===== src/rtl/cmsdk_apb_watchdog_pkg.sv =====
// Shared CMSDK APB watchdog register map, unlock key and CONTROL bit positions,
// plus the kicker FSM state and per-transfer descriptor types.
package cmsdk_apb_watchdog_pkg;

  localparam logic [9:0]  WDOG_LOAD_ADDR    = 10'h000;
  localparam logic [9:0]  WDOG_CONTROL_ADDR = 10'h002;
  localparam logic [9:0]  WDOG_INTCLR_ADDR  = 10'h003;
  localparam logic [9:0]  WDOG_LOCK_ADDR    = 10'h300;

  localparam logic [31:0] WDOG_UNLOCK_KEY   = 32'h1ACC_E551;
  localparam logic [31:0] WDOG_LOCK_VALUE   = 32'h0000_0000;
  localparam logic [31:0] WDOG_INTCLR_VALUE = 32'h0000_0001;

  localparam int WDOG_CTRL_INTEN_BIT = 0;
  localparam int WDOG_CTRL_RESEN_BIT = 1;

  // Op table indices: 0-4 are the INIT sequence, 5-8 the KICK sequence.
  localparam logic [3:0] OP_INIT_FIRST = 4'd0;
  localparam logic [3:0] OP_INIT_LAST  = 4'd4;
  localparam logic [3:0] OP_KICK_FIRST = 4'd5;
  localparam logic [3:0] OP_KICK_LAST  = 4'd8;

  typedef enum logic [1:0] {
    IDLE   = 2'd0,
    SETUP  = 2'd1,
    ACCESS = 2'd2,
    WAIT   = 2'd3
  } kicker_state_e;

  typedef struct packed {
    logic [9:0]  addr;
    logic        write;
    logic [31:0] wdata;
  } apb_op_t;

endpackage


===== src/rtl/cmsdk_apb_watchdog_kicker_timer.sv =====
// Kick period down-counter: load wins over decrement, holds at zero.
// One cycle from load to the loaded value being visible; zero flag is combinational.
module cmsdk_apb_watchdog_kicker_timer (
  input  logic        PCLK,
  input  logic        PRESETn,
  input  logic        load,
  input  logic [31:0] load_value,
  input  logic        dec,
  output logic        zero
);

  logic [31:0] count;

  always_ff @(posedge PCLK or negedge PRESETn) begin
    if (!PRESETn) begin
      count <= 32'd0;
    end else if (load) begin
      count <= load_value;
    end else if (dec && (count != 32'd0)) begin
      count <= count - 32'd1;
    end
  end

  assign zero = (count == 32'd0);

endmodule


===== src/rtl/cmsdk_apb_watchdog_kicker.sv =====
// APB initiator that unlocks, programs and relocks the CMSDK watchdog, then kicks it
// periodically or on request; zero-wait-state target, so every transfer is two cycles.
module cmsdk_apb_watchdog_kicker
  import cmsdk_apb_watchdog_pkg::*;
#(
  parameter logic [31:0] LOAD_VALUE  = 32'h0000_FFFF,
  parameter logic [1:0]  CTRL_VALUE  = 2'b11,
  parameter logic [31:0] KICK_PERIOD = 32'd1000
) (
  input  logic        PCLK,
  input  logic        PRESETn,
  output logic        PSEL,
  output logic        PENABLE,
  output logic [11:2] PADDR,
  output logic        PWRITE,
  output logic [31:0] PWDATA,
  input  logic [31:0] PRDATA,
  input  logic        enable,
  input  logic        kick_req,
  output logic        busy,
  output logic        init_done,
  output logic        kick_done,
  output logic        lock_err
);

  function automatic apb_op_t op_entry(input logic [3:0] idx);
    apb_op_t e;
    e = '0;
    case (idx)
      4'd0, 4'd5: begin e.addr = WDOG_LOCK_ADDR;    e.write = 1'b1; e.wdata = WDOG_UNLOCK_KEY; end
      4'd1:       begin e.addr = WDOG_LOAD_ADDR;    e.write = 1'b1; e.wdata = LOAD_VALUE; end
      4'd2: begin
        e.addr  = WDOG_CONTROL_ADDR;
        e.write = 1'b1;
        e.wdata[WDOG_CTRL_INTEN_BIT] = CTRL_VALUE[0];
        e.wdata[WDOG_CTRL_RESEN_BIT] = CTRL_VALUE[1];
      end
      4'd3, 4'd7: begin e.addr = WDOG_LOCK_ADDR;    e.write = 1'b1; e.wdata = WDOG_LOCK_VALUE; end
      4'd6:       begin e.addr = WDOG_INTCLR_ADDR;  e.write = 1'b1; e.wdata = WDOG_INTCLR_VALUE; end
      4'd4, 4'd8: begin e.addr = WDOG_LOCK_ADDR;    e.write = 1'b0; end
      default:    e = '0;
    endcase
    return e;
  endfunction

  kicker_state_e state, state_nxt;
  logic [3:0]    op, op_nxt;
  logic          enable_q, armed;
  logic          pending, pending_nxt;
  logic          init_done_nxt, kick_done_nxt, lock_err_nxt;
  logic          timer_load, timer_dec, timer_zero, timer_expired;
  logic          enable_rise, in_seq, last_op;
  logic          unused_prdata;
  apb_op_t       cur;

  // A level held high across reset is not an edge: enable must be seen low first.
  assign enable_rise   = enable && !enable_q && armed;
  assign in_seq        = (state == SETUP) || (state == ACCESS);
  assign last_op       = (op == OP_INIT_LAST) || (op == OP_KICK_LAST);
  assign timer_expired = (KICK_PERIOD != 32'd0) && timer_zero;
  assign cur           = op_entry(op);
  assign unused_prdata = ^PRDATA[31:1];

  assign PSEL    = in_seq;
  assign PENABLE = (state == ACCESS);
  assign PADDR   = in_seq ? cur.addr  : 10'd0;
  assign PWRITE  = in_seq ? cur.write : 1'b0;
  assign PWDATA  = in_seq ? cur.wdata : 32'd0;
  assign busy    = in_seq;

  cmsdk_apb_watchdog_kicker_timer u_timer (
    .PCLK       (PCLK),
    .PRESETn    (PRESETn),
    .load       (timer_load),
    .load_value (KICK_PERIOD - 32'd1),
    .dec        (timer_dec),
    .zero       (timer_zero)
  );

  always_ff @(posedge PCLK or negedge PRESETn) begin
    if (!PRESETn) begin
      state     <= IDLE;
      op        <= 4'd0;
      enable_q  <= 1'b0;
      armed     <= 1'b0;
      pending   <= 1'b0;
      init_done <= 1'b0;
      kick_done <= 1'b0;
      lock_err  <= 1'b0;
    end else begin
      state     <= state_nxt;
      op        <= op_nxt;
      enable_q  <= enable;
      armed     <= armed || !enable;
      pending   <= pending_nxt;
      init_done <= init_done_nxt;
      kick_done <= kick_done_nxt;
      lock_err  <= lock_err_nxt;
    end
  end

  always_comb begin
    state_nxt     = state;
    op_nxt        = op;
    pending_nxt   = pending;
    init_done_nxt = init_done;
    kick_done_nxt = 1'b0;
    lock_err_nxt  = 1'b0;
    timer_load    = 1'b0;
    timer_dec     = 1'b0;
    case (state)
      IDLE: begin
        pending_nxt   = 1'b0;
        init_done_nxt = 1'b0;
        if (enable_rise) begin
          state_nxt = SETUP;
          op_nxt    = OP_INIT_FIRST;
        end
      end
      SETUP: begin
        state_nxt = ACCESS;
        if (kick_req) pending_nxt = 1'b1;
      end
      ACCESS: begin
        if (kick_req) pending_nxt = 1'b1;
        if (!last_op) begin
          state_nxt = SETUP;
          op_nxt    = op + 4'd1;
        end else if (!PRDATA[0]) begin
          // Watchdog did not report locked: stop servicing it altogether.
          lock_err_nxt  = 1'b1;
          init_done_nxt = 1'b0;
          pending_nxt   = 1'b0;
          state_nxt     = IDLE;
        end else begin
          if (op == OP_KICK_LAST) kick_done_nxt = 1'b1;
          if (!enable) begin
            state_nxt     = IDLE;
            init_done_nxt = 1'b0;
            pending_nxt   = 1'b0;
          end else begin
            state_nxt     = WAIT;
            init_done_nxt = 1'b1;
            timer_load    = 1'b1;
          end
        end
      end
      WAIT: begin
        if (!enable) begin
          state_nxt     = IDLE;
          init_done_nxt = 1'b0;
          pending_nxt   = 1'b0;
        end else if (pending || kick_req || timer_expired) begin
          state_nxt   = SETUP;
          op_nxt      = OP_KICK_FIRST;
          pending_nxt = 1'b0;
        end else begin
          timer_dec = 1'b1;
        end
      end
      default: state_nxt = IDLE;
    endcase
  end

endmodule


===== config.mk =====
export PLATFORM = sky130hd
export DESIGN_NAME = cmsdk_apb_watchdog_kicker
export DESIGN_NICKNAME = d
export VERILOG_FILES = /design/src/rtl/cmsdk_apb_watchdog_pkg.sv /design/src/rtl/cmsdk_apb_watchdog_kicker_timer.sv /design/src/rtl/cmsdk_apb_watchdog_kicker.sv
export SDC_FILE = /design/constraint.sdc
export NUM_CORES = 1
export LEC_CHECK = 0
export BUFFER_PORTS_ARGS = -buffer_cell sky130_fd_sc_hd__buf_4
export CAP_MARGIN = 0
export CORE_AREA = 2 2 81 83
export DETAILED_ROUTE_END_ITERATION = 10
export DIE_AREA = 0 0 83 85
export PLACE_DENSITY = 0.82
export SYNTH_ARGS = -nofsm -noshare
export SYNTH_HDL_FRONTEND = slang
export SYNTH_SLANG_ARGS = --single-unit

===== constraint.sdc =====
create_clock -name PCLK -period 2.8 [get_ports PCLK]
set_input_delay 0.28 -clock PCLK [delete_from_list [all_inputs] [get_ports PCLK]]
set_output_delay 0.28 -clock PCLK [all_outputs]
set_load 0.01 [all_outputs]

==> summary.md <==
| Metric | Value |
|---|---|
| Area leader, netlist | dfrtp_1 |
| Post-DP HPWL | 3.96 mm |
| Final Cycle Share | 94.7% |
| First-pass GRT wire length | 9.66 mm |
| Final hold viol count | 0 |
| Initial Utilization | 44.9% |
| Final Cell Area | 3090 um2 |
| Synth top area cells | dfrtp_1 (39%), buf_4 (9.4%), a21oi_1 (4.8%) |
| Post-CTS Setup Bufs | 0 |
| Crit path max-delay family | simple AND/OR/NAND/NOR gates |
| Drt wl/cell | 14.1 um |
| Clock Path Buffers | 2 |
| Crit Path Max Fanout | 6 |
| CP most frequent cell | or4_4 |
| 1st-pass router iterations | 4 |
| Nets | 367 |
| Buffers on Ports | 38 |
| Total CTS buffers | 5 |
| Pwr per Cell Area | 1060 nW/um2 |
| Max-cap violations | 0 |
| Crit-path max cell delay | 0.59 ns |
| Final worst slack | 0.148 ns |
| Avg Cell Area, Syn | 9.27 um2 |
| Rows | 29 |
| Worst-Margin Slew | 0.697 ns |
| Final Core Density | 49.7% |
| Vias in the first global route | 2,159 |
| Final setup violation count | 0 |
| TritonCTS clock tree | built |
| Vias after detailed routing | 2,258 |
| Hold Path Depth | 1 |
| Post-Syn Area | 2790 um2 |
| Rel. slew slack | 53.1% |
| Critical path depth | 5 |
| Via density | 5.65 |
| Peak supply drop | 0.00103 V |
| HP Start | enable |
| Synthesized instance count | 301 |
| Clk Latency, worst-skew pair | 0.30 ns |
| Worst clock skew | 0.00340 ns |
| Synth top cells by count | dfrtp_1 (44), buf_4 (35), a21oi_1 (27), or3_1 (21), o21ai_0 (16) |
| Most frequent cell after synthesis | dfrtp_1 |
| Ys Warns | 0 |
| Routability cong. | 0.798 |
| Crit end category | flop |
| Top-area cell type share of the netlist area | 39.5% |
| Worst hold slack | 0.160 ns |
| # IOs | 85 |
| Req. time, crit path | 3.04 ns |
| Outcome | completed |
| Area after DPL | 2970 um2 |
| Area Overhead vs Synth | 10.7% |
| Post-place setup slack | 0.130 ns |
| Post-route ant nets | 0 |
| R2R cell count | 5 |
| RSZ-0062 raised after global routing | false |
| Overflow after GRT | 0 |
| Worst Hold Path EP | enable_q$_DFF_PN0_ |
| CP max stage cell | or4_1 |
| Setup crit start kind | flop |
| Worst Path Buf+Inv | 0 |
| Fmax | 377 MHz |
| Synth async-reset ratio | 100% |
| Worst Path Arrival | 2.89 ns |
| Fin. max-slew vios | 0 |
| Min Clock Period, post-route | 2.65 ns |
| GRT Resource Usage Total | 16.3% |
| Clk pin slew, worst setup/hold paths | 0.08 ns |
| Critical-path cell list | or4_4, or4_1, or4_4, a211oi_1, o32a_2 |
| P_leak | 1.44 nW |
| Setup TNS | 0 ns |
| Initial DRC Count | 152 |
| Clk sinks | 44 |
| Initial antenna violation count | 0 |
| Pwr Total | 3.28 mW |
| Worst min-delay path class | in -> reg |
| RR Startpoint | u_timer.count[20]$_DFFE_PN0P_ |
| Die height | 85 um |
| Placed Cells | 391 |
| Count of different cell masters after synthesis | 50 |
| FF-to-FF End | op[2]$_DFFE_PN0P_ |
| Final Non-Filler Cells | 400 |
| Number of synthesized flops with an enable pin | 0 |
| Fillers | 559 |
| CTS H-Tree Depth | 2 |
| Total routed wirelength | 5.64 mm |
| Antenna Cells | 0 |
| Critical path type | reg -> reg |
| DR DRC count | 0 |
| Yosys reg bits | 44 |
| Area of the core | 6200 um2 |
| Sequential-to-total area share from yosys stat | 39.5% |
| Die ar. | 7060 um2 |
| Die X | 83 um |
| Root Buffer | clkbuf_8 |
| Largest net degree at the start of global routing | 45 |
| Share of cells above drive strength 1 | 22.3% |
| Predominant post-synthesis flop cell | dfrtp_1 |
| R2r setup slk | 0.15 ns |
-- layout by cell type (no fill, tap or decap), types with 7 or more instances in the layout --
master	n
buf_4	47
inv_1	11
o21ai_0	16
nand2_1	12
or2_2	9
o31ai_1	13
dfrtp_1	44
ha_1	9
a21oi_1	27
conb_1	15
or4_1	15
nor3_1	7
or3_1	21
and2_1	7
-- per-layer routing --
metal	wire length, um	vias to the layer above	GRT usage, %
met1	2560	1100	20.8
li1	-	1100	-
met4	68	0	6.26
met5	0	-	0
met3	195	9	2.92
met2	2810	49	27.6
-- kinds of logic (layout without fill, tap and decap cells) --
| family | count (synthesis) | in the layout | synth area share (%) |
|---|---|---|---|
| simple gates | 100 | 100 | 21.8 |
| compound gates | 81 | 81 | 19.3 |
| buf+inv | 59 | 67 | 13.0 |
| flops | 44 | 44 | 39.5 |
| fa+ha+maj | 9 | 9 | 4.04 |
| xor+xnor | 6 | 6 | 1.88 |
| other cells | 1 | 15 | 0.134 |
| mux | 1 | 1 | 0.359 |
-- worst max-delay path by stage --
stage	startpoint	to	slack, ns
floorplan	u_timer.count[20]$_DFFE_PN0P_	op[3]$_DFFE_PN0P_	0.17
detailed placement	u_timer.count[20]$_DFFE_PN0P_	u_timer.count[0]$_DFFE_PN0P_	0.13
global route	u_timer.count[20]$_DFFE_PN0P_	u_timer.count[0]$_DFFE_PN0P_	0.04
global placement	u_timer.count[20]$_DFFE_PN0P_	op[3]$_DFFE_PN0P_	0.16
finish	u_timer.count[20]$_DFFE_PN0P_	op[2]$_DFFE_PN0P_	0.15
CTS	u_timer.count[20]$_DFFE_PN0P_	op[3]$_DFFE_PN0P_	0.12
-- layout make-up --
type	count	area (um2)	share of cell area (%)
multi-input combinational	212	1400	45.2
inverter	11	41.3	1.34
clock buffer	8	90.1	2.92
sequential	44	1100	35.7
timing repair buffer	48	363	11.8
tap	77	96.3	3.12
-- power breakdown --
group	switching (mW)	leakage (nW)	total (mW)	internal (mW)
logic	1.05	0.814	1.96	0.908
clock network	0.215	0.0455	0.417	0.202
registers	0.142	0.584	0.910	0.768
-- what timing repair did --
action | in CTS | in global routing
endpoints found under the setup margin | 0 | 7
resized for setup | 0 | 3
endpoints found under the hold margin | 31 | 0
hold buffers | 1 | 0
-- sequential cells by signal (all words and copies together) (netlist names) --
signal	count
lock_err	1
enable_q	1
u_timer.count	32
armed	1
pending	1
kick_done	1
state	2
init_done	1
op	4
Note: power is estimated with default switching activity, not from simulation.
